<file path="src/rtl/calc_pkg.sv">
// calc_pkg: shared opcode values and sequencer state encoding for the calculator front/back end
package calc_pkg;
    localparam logic [1:0] OP_ADD = 2'b00;
    localparam logic [1:0] OP_SUB = 2'b01;
    localparam logic [1:0] OP_MUL = 2'b10;
    localparam logic [1:0] OP_DIV = 2'b11;
    typedef enum logic {ST_IDLE, ST_WAIT} state_t;
endpackage

</file>
<file path="src/rtl/calc_rsp_fifo.sv">
// calc_rsp_fifo: response queue with wrap-bit pointers; head is zeroed while empty
module calc_rsp_fifo #(
    parameter int W     = 15,
    parameter int DEPTH = 4
) (
    input  logic                     i_clk,
    input  logic                     i_rst_n,
    input  logic                     i_push,
    input  logic                     i_pop,
    input  logic [W-1:0]             i_data,
    output logic [W-1:0]             o_data,
    output logic                     o_empty,
    output logic [$clog2(DEPTH):0]   o_count
);
    localparam int AW = $clog2(DEPTH);
    logic [W-1:0] r_mem [DEPTH];
    logic [AW:0]  r_wr;
    logic [AW:0]  r_rd;
    logic         w_pop;
    assign o_count = r_wr - r_rd;
    assign o_empty = (r_wr == r_rd);
    assign w_pop   = i_pop && !o_empty;
    assign o_data  = o_empty ? '0 : r_mem[r_rd[AW-1:0]];
    always_ff @(posedge i_clk or negedge i_rst_n) begin
        if (!i_rst_n) begin
            r_wr <= '0;
            r_rd <= '0;
        end else begin
            if (i_push) r_wr <= r_wr + 1'b1;
            if (w_pop)  r_rd <= r_rd + 1'b1;
        end
    end
    always_ff @(posedge i_clk) begin
        if (i_push) r_mem[r_wr[AW-1:0]] <= i_data;
    end
endmodule

</file>
<file path="src/rtl/calc_cmd_sequencer.sv">
// calc_cmd_sequencer: registers calculator operands, waits a settle time, then queues the
// tagged result for a downstream consumer
module calc_cmd_sequencer
    import calc_pkg::*;
#(
    parameter int A_W           = 4,
    parameter int RES_W         = 8,
    parameter int DEPTH         = 4,
    parameter int SETTLE_CYCLES = 1,
    parameter int TAG_W         = 4
) (
    input  logic             i_clk,
    input  logic             i_rst_n,
    input  logic             i_cmd_valid,
    output logic             o_cmd_ready,
    input  logic [A_W-1:0]   i_cmd_a,
    input  logic [A_W-1:0]   i_cmd_b,
    input  logic [1:0]       i_cmd_op,
    output logic [A_W-1:0]   o_calc_a,
    output logic [A_W-1:0]   o_calc_b,
    output logic [1:0]       o_calc_op,
    input  logic [RES_W-1:0] i_calc_result,
    input  logic             i_calc_dbz,
    output logic             o_rsp_valid,
    input  logic             i_rsp_ready,
    output logic [RES_W-1:0] o_rsp_result,
    output logic             o_rsp_dbz,
    output logic [1:0]       o_rsp_op,
    output logic [TAG_W-1:0] o_rsp_tag,
    output logic [7:0]       o_dbz_count
);
    localparam int AW = $clog2(DEPTH);
    localparam int CW = (SETTLE_CYCLES > 1) ? $clog2(SETTLE_CYCLES) : 1;
    localparam int EW = RES_W + 1 + 2 + TAG_W;
    state_t           r_state;
    state_t           w_state_nxt;
    logic [A_W-1:0]   r_calc_a;
    logic [A_W-1:0]   r_calc_b;
    logic [1:0]       r_calc_op;
    logic [TAG_W-1:0] r_tag;
    logic [TAG_W-1:0] r_cur_tag;
    logic [CW-1:0]    r_cnt;
    logic [7:0]       r_dbz_count;
    logic             w_accept;
    logic             w_capture;
    logic             w_empty;
    logic [AW:0]      w_count;
    logic [EW-1:0]    w_head;
    assign o_calc_a    = r_calc_a;
    assign o_calc_b    = r_calc_b;
    assign o_calc_op   = r_calc_op;
    assign o_dbz_count = r_dbz_count;
    assign o_rsp_valid = !w_empty;
    assign {o_rsp_result, o_rsp_dbz, o_rsp_op, o_rsp_tag} = w_head;
    always_ff @(posedge i_clk or negedge i_rst_n) begin
        if (!i_rst_n) r_state <= ST_IDLE;
        else          r_state <= w_state_nxt;
    end
    // a free slot is required at accept, so the capture can never overflow the FIFO
    always_comb begin
        w_state_nxt = r_state;
        o_cmd_ready = 1'b0;
        w_accept    = 1'b0;
        w_capture   = 1'b0;
        if (r_state == ST_IDLE) begin
            o_cmd_ready = i_rst_n && (w_count < (AW+1)'(DEPTH));
            w_accept    = i_cmd_valid && o_cmd_ready;
            w_state_nxt = w_accept ? ST_WAIT : ST_IDLE;
        end else if (r_cnt == '0) begin
            w_capture   = 1'b1;
            w_state_nxt = ST_IDLE;
        end
    end
    always_ff @(posedge i_clk or negedge i_rst_n) begin
        if (!i_rst_n) begin
            r_calc_a    <= '0;
            r_calc_b    <= '0;
            r_calc_op   <= '0;
            r_tag       <= '0;
            r_cur_tag   <= '0;
            r_cnt       <= '0;
            r_dbz_count <= '0;
        end else begin
            if (w_accept) begin
                r_calc_a  <= i_cmd_a;
                r_calc_b  <= i_cmd_b;
                r_calc_op <= i_cmd_op;
                r_cur_tag <= r_tag;
                r_tag     <= r_tag + 1'b1;
                r_cnt     <= CW'(SETTLE_CYCLES - 1);
            end else if (r_state == ST_WAIT && r_cnt != '0) begin
                r_cnt <= r_cnt - 1'b1;
            end
            if (w_capture && i_calc_dbz && r_dbz_count != 8'hFF)
                r_dbz_count <= r_dbz_count + 1'b1;
        end
    end
    calc_rsp_fifo #(.W(EW), .DEPTH(DEPTH)) u_fifo (
        .i_clk   (i_clk),
        .i_rst_n (i_rst_n),
        .i_push  (w_capture),
        .i_pop   (i_rsp_ready),
        .i_data  ({i_calc_result, i_calc_dbz, r_calc_op, r_cur_tag}),
        .o_data  (w_head),
        .o_empty (w_empty),
        .o_count (w_count)
    );
endmodule
</file>
<file path="config.mk">
export PLATFORM = sky130hd
export DESIGN_NAME = calc_cmd_sequencer
export DESIGN_NICKNAME = d
export VERILOG_FILES = /design/src/rtl/calc_pkg.sv /design/src/rtl/calc_rsp_fifo.sv /design/src/rtl/calc_cmd_sequencer.sv
export SDC_FILE = /design/constraint.sdc
export NUM_CORES = 1
export LEC_CHECK = 0
export ABC_AREA = 1
export CELL_PAD_IN_SITES_DETAIL_PLACEMENT = 1
export CELL_PAD_IN_SITES_GLOBAL_PLACEMENT = 2
export CORE_ASPECT_RATIO = 0.5
export CORE_MARGIN = 2
export CORE_UTILIZATION = 35
export DETAILED_ROUTE_END_ITERATION = 10
export GPL_TIMING_DRIVEN = 0
export PLACE_DENSITY_LB_ADDON = 0.05
export SLEW_MARGIN = 20
export SYNTH_ARGS = -nofsm -noshare
export SYNTH_HDL_FRONTEND = slang
export SYNTH_SLANG_ARGS = --single-unit
</file>
<file path="constraint.sdc">
create_clock -name i_clk -period 2.8 [get_ports i_clk]
set_clock_uncertainty 0.2 [all_clocks]
set_input_delay 0.7 -clock i_clk [delete_from_list [all_inputs] [get_ports i_clk]]
set_output_delay 0.7 -clock i_clk [all_outputs]
set_load 0.005 [all_outputs]
</file>
-- Word-level counts from Yosys, hierarchy flattened
Memory sizes are Yosys's and may differ from the RTL's.
Index checks and enable logic that the tools add are counted.
- register bits after elaboration: 34
- bits in writable memories: 60
- memories: 1
- reduce and logical (&&, ||, !) cells: 8
- magnitude comparators: 1
- multiplexer cells: 12
- equal/unequal tests: 2
- $add $sub $neg: 6
- memories (memory ; words ; width ; read ports ; clocked after Yosys merged registers in ; wr ports ; RTL line ; RTL):
    u_fifo.r_mem ; 4 ; 15 ; 1 ; 0 ; 1 ; calc_rsp_fifo.sv:16 ; logic [W-1:0] r_mem [DEPTH];
- operators by type and width (kind ; count):
    $mux W15 ; 1
    $mux W1 ; 11
    $add A8 B1 Y8 const B ; 1
    $ne A8 B8 Y1 const B ; 1
    $add A3 B1 Y3 const B ; 2
    $logic_and A1 B1 Y1 ; 6
    $add A4 B1 Y4 const B ; 1
    $eq A3 B3 Y1 ; 1
    $lt A3 B3 Y1 const B ; 1
    $sub A3 B3 Y3 ; 1
    $reduce_bool A2 Y1 ; 1
    $logic_not A1 Y1 ; 1
    $sub A1 B1 Y1 const B ; 1

-- Logic depth before layout (Yosys ltp)
Gate-level depths: netlist of the first run.
- depth after elaboration: 6
- depth in mapped cells: 12

-- Cells and area by module
A second synthesis of the first run with hierarchy kept.
- cells, all modules: 422
- area, all modules: 4261.6 sq um
- modules (own cells, without submodules) (module ; times used ; area each (sq um) ; cells an instance ; sequential area each (sq um)):
    calc_rsp_fifo ; 1 ; 2979.1 ; 274 ; 1951.9
    calc_cmd_sequencer ; 1 ; 1282.5 ; 148 ; 700.7

-- Least setup slack after synthesis of the first run
No wires, ideal clock.
- path type: register to output
- start point: reg u_fifo.r_rd[1]
- end point: out o_cmd_ready
- stages on the path, launching flop included: 12
- slack: 0.165 ns
- path buffers: 4
- data required time: 1.900 ns
- arrival: 1.735 ns
- cells stage by stage: dfrtp_1 buf_2 inv_2 buf_2 ha_1 a21oi_1 nand2_1 nand2_2 buf_6 buf_6 nand2_1 nor2_1
- cells in the longest elaborated chain, start to end: 4
- ends and longest elaborated chain (what ; RTL line ; RTL):
    start: declaration ; calc_rsp_fifo.sv:18 ; logic [AW:0] r_rd;
    start signal: assignment ; calc_rsp_fifo.sv:30 ; if (w_pop) r_rd <= r_rd + 1'b1;
    $sub A3 B3 Y3 ; calc_rsp_fifo.sv:20 ; assign o_count = r_wr - r_rd;
    $lt A3 B3 Y1 ; calc_cmd_sequencer.sv:66 ; o_cmd_ready = i_rst_n && (w_count < (AW+1)'(DEPTH));
    $logic_and A1 B1 Y1 ; calc_cmd_sequencer.sv:66 ;
    $mux W1 ; calc_cmd_sequencer.sv:65 ; if (r_state == ST_IDLE) begin
    end: declaration ; calc_cmd_sequencer.sv:15 ; output logic o_cmd_ready,
No other way between the ends.

-- Worst setup path in the final report of the first run
- start point: reg u_fifo.r_rd[1]
- end point: out o_rsp_op[1]
- cells in the longest elaborated chain, start to end: 2
- elaborated cells between the ends (all ways): 3
- classes of those cells: eq/ne: 1; mux: 1; memory: 1
- ends and longest elaborated chain (what ; RTL line ; RTL):
    $mem_v2 Z4 W15 / $eq A3 B3 Y1 (equally long branches) ; - ;
    $mux W15 (*) ; calc_rsp_fifo.sv:23 ; assign o_data = o_empty ? '0 : r_mem[r_rd[AW-1:0]];
    end: declaration ; calc_cmd_sequencer.sv:28 ; output logic [1:0] o_rsp_op,
Every way passes the cells marked *; elsewhere a longest branch is shown, timed or not.

==> results of run 1 <==
-- registers in the layout, indices dropped and copies added, names as in the netlist --
name / count
o_calc_op: 2
r_cur_tag: 4
u_fifo.r_wr: 3
o_calc_a: 4
o_dbz_count: 8
u_fifo.r_mem: 60
r_cnt: 1
r_state: 1
r_tag: 4
o_calc_b: 4
u_fifo.r_rd: 3
-- where the power goes --
group | internal (W) | leakage (nW) | switching, W | total (W)
Sequential | 0.00180 | 0.975 | 0.000239 | 0.00204
Clock | 0.000689 | 0.128 | 0.000515 | 0.00120
Combinational | 0.00140 | 1.14 | 0.00152 | 0.00292
Total | 0.00389 | 2.25 | 0.00227 | 0.00616
-- path summary, 6_finish.rpt --
| check | slack (ns) | to | cells past startpoint |
|---|---|---|---|
| max reg2reg | 0.83 | o_calc_op[1]$_DFFE_PN0P_ | 12 |
| min in group i_clk | 0.29 | o_calc_b[2]$_DFFE_PN0P_ | 2 |
| min reg2reg | 0.29 | o_calc_b[2]$_DFFE_PN0P_ | 2 |
| max | 0.03 | o_rsp_op[1] | 10 |
| min | 0.05 | o_dbz_count[3]$_DFFE_PN0P_ | 1 |
| max in group asynchronous | 1.91 | r_cur_tag[0]$_DFFE_PN0P_ | 2 |
-- cell families (layout without fill, tap and decap cells) --
family	count (synthesis)	in the layout	synth area share
adder cells (fa/ha/maj)	9	9	0.0276
XOR/XNOR	9	9	0.0193
AO/OA/AOI/OAI	50	50	0.0614
AND/OR/NAND/NOR	183	183	0.193
flip-flops	94	94	0.651
buffers and inverters	42	138	0.0473
-- repair_timing --
item	4_1_cts	5_1_grt
setup endpoints to repair	17	17
pin swaps	5	1
gates resized for setup	90	12
setup buffers	19	5
cloned	1	0
-- cell type report --
type	instances	area, sq um	area share
sequential	94	2650	0.488
multi-input combinational	251	1330	0.245
timing repair buffer	84	769	0.141
clock buffer	10	229	0.0421
tap	159	199	0.0366
inverter	26	105	0.0193
buffer	12	90.1	0.0166
clock inverter	6	63.8	0.0117
-- cells in the final DEF (no fill, tap or decap), types with 3 or more instances in the layout --
cell and n:
clkbuf_16 9, clkdlybuf4s50_1 38, nand2_2 3, inv_2 3, a21oi_2 8, nor2_1 64, nand4_1 19, nor2_2 7
clkinvlp_4 4, nand2_1 79, xor2_1 8, buf_2 21, buf_4 18, ha_1 7, buf_6 9, o21ai_1 8
dfrtp_1 33, nand3_1 4, o21ai_0 25, inv_1 22, edfxtp_1 60, a21oi_1 7
-- through the flow --
step	cells	setup TNS [ns]	hold WS [ns]	area (sq um)	setup WS, ns
after floorplan	387	0	0.204	4070	0.165
after global placement	602	-28.40	0.260	4830	-1.35
after detailed placement	607	-10.26	0.273	4900	-0.806
after CTS	640	-0.208	0.0521	5400	-0.0598
after global routing	642	-0.101	0.0563	5440	-0.0338
final	642	0	0.0487	5440	0.0291
-- worst max-delay path: stages (launching register included) --
cell     delay (ns)
dfrtp_1        0.39
buf_6          0.14
inv_8          0.06
ha_4           0.20
nand2_4        0.06
nor2_4         0.04
buf_12         0.14
buf_16         0.13
buf_6          0.11
a21oi_4        0.13
buf_2          0.14
-- layer usage --
layer  vias to the layer above  GRT usage  share of wire
met4                         0     0.0376         0.0070
met1                      1498      0.235           0.46
li1                       1477          -              -
met2                        57      0.315           0.49
met5                         -          0              0
met3                         6     0.0475          0.039
==> impl_metrics.toml, run 1 <==
[run_status]
status = "completed"

[global_routing]
grt_max_degree = 27
grt_usage = 0.183
grt_pass1_vias = 3290
antenna_found_initial = 0
overflow = 0
grt_pass1_wl_um = 17300

[floorplanning]
core_area_sq_mm = 0.0112
start_util = 0.364
die_x_um = 157
dieArea_sq_mm = 0.0126
die_h_um = 80.3
io-pin-count = 58
rows = 27

[synth]
yosysUniqueCellTypes = 25
ys_seq_area_frac = 0.651
synth_edf_count = 60
yosys-top-cells-count = "80 x nand2_1, 69 x nor2_1, 60 x edfxtp_1"
synth_top_area_cell = "edfxtp_1"
yosys.area.top_type_share = 0.442
ys_ff_latch = 94
yosysMostFrequentCell = "nand2_1"
synthTopCellsByArea = "edfxtp_1 44%, dfrtp_1 21%, nand2_1 7.4%"
syn_nets = 419
synth_ff_type = "edfxtp_1"
synth_area_sq_mm = 0.00407
syn_avg_cell_area_sq_um = 10.5
syn_inst = 387
yosysWarnings = 0
synth_async_sr_flop_share = 0.362

[power]
power.total_w = 0.00616
p_leak_nw = 2.25
power_density_mw_per_mm2 = 1130
ir_worst_vdd_mv = 0.459

[clock_tree]
cts_hold_buffers = 0
cts_made_buffers = 9
ctsHtreeMaxLevel = 3
insertion_delay_ns = 0.34
cts_tree = "done"
clockBufferDepth = 2
clk_pin_slew_worst_paths_ns = 0.07
cts.sinks = 94
cts_root_buf = "clkbuf_16"

[timing]
setup_viol = 0
min_period_ns = 2.77
fmax_mhz = 361
hold_viol = 0
relSlewSlack = 0.592
fin_crit_sh = 0.990
tightest_slew_ns = 0.611
maxSlewViolCount = 0
rsz0062_at_grt = "true"

[place]
gp_congestion = 0.732
port_buffers = 56
hpwlAfterDp_um = 7060

[worst_hold_path]
min_path_type = "in -> async"

[route]
drc = 0
detailedRoute.firstIterationViolations = 197
wirelength_um = 10500
routed_via_density = 4.73
dr.pass1.iters = 4
dr_total_vias = 3038
antenna_left = 0
post_drt_wl_per_cell_um = 16.4

[finish]
fin_util = 0.487
diodes = 0
area_growth_pct = 33.6
nFillCells = 1227
fin_nets = 510
layout-drive-gt1-share = 0.207

[worst_setup_path]
crit_start = "u_fifo.r_rd[1]$_DFFE_PN0P_"
required_ns = 1.90
cp.arrival_ns = 1.87
cp-end-kind = "output pin"
crit_type = "reg -> out"
cp-start-kind = "register"
crit_fanout = 6
r2r_start = "u_fifo.r_rd[1]$_DFFE_PN0P_"

[run]
maxCapViolCount = 0
Note: power is estimated with default switching activity, not from simulation.
==> run 2: changes to the inputs <==
--- a/config.mk
+++ b/config.mk
@@ -6,6 +6,7 @@
 export NUM_CORES = 1
 export LEC_CHECK = 0
 export ABC_AREA = 1
+export CAP_MARGIN = 20
 export CELL_PAD_IN_SITES_DETAIL_PLACEMENT = 1
 export CELL_PAD_IN_SITES_GLOBAL_PLACEMENT = 2
 export CORE_ASPECT_RATIO = 0.5
==> results of run 2 <==
Final layout, timing and power as in run 1 (identical DEF).
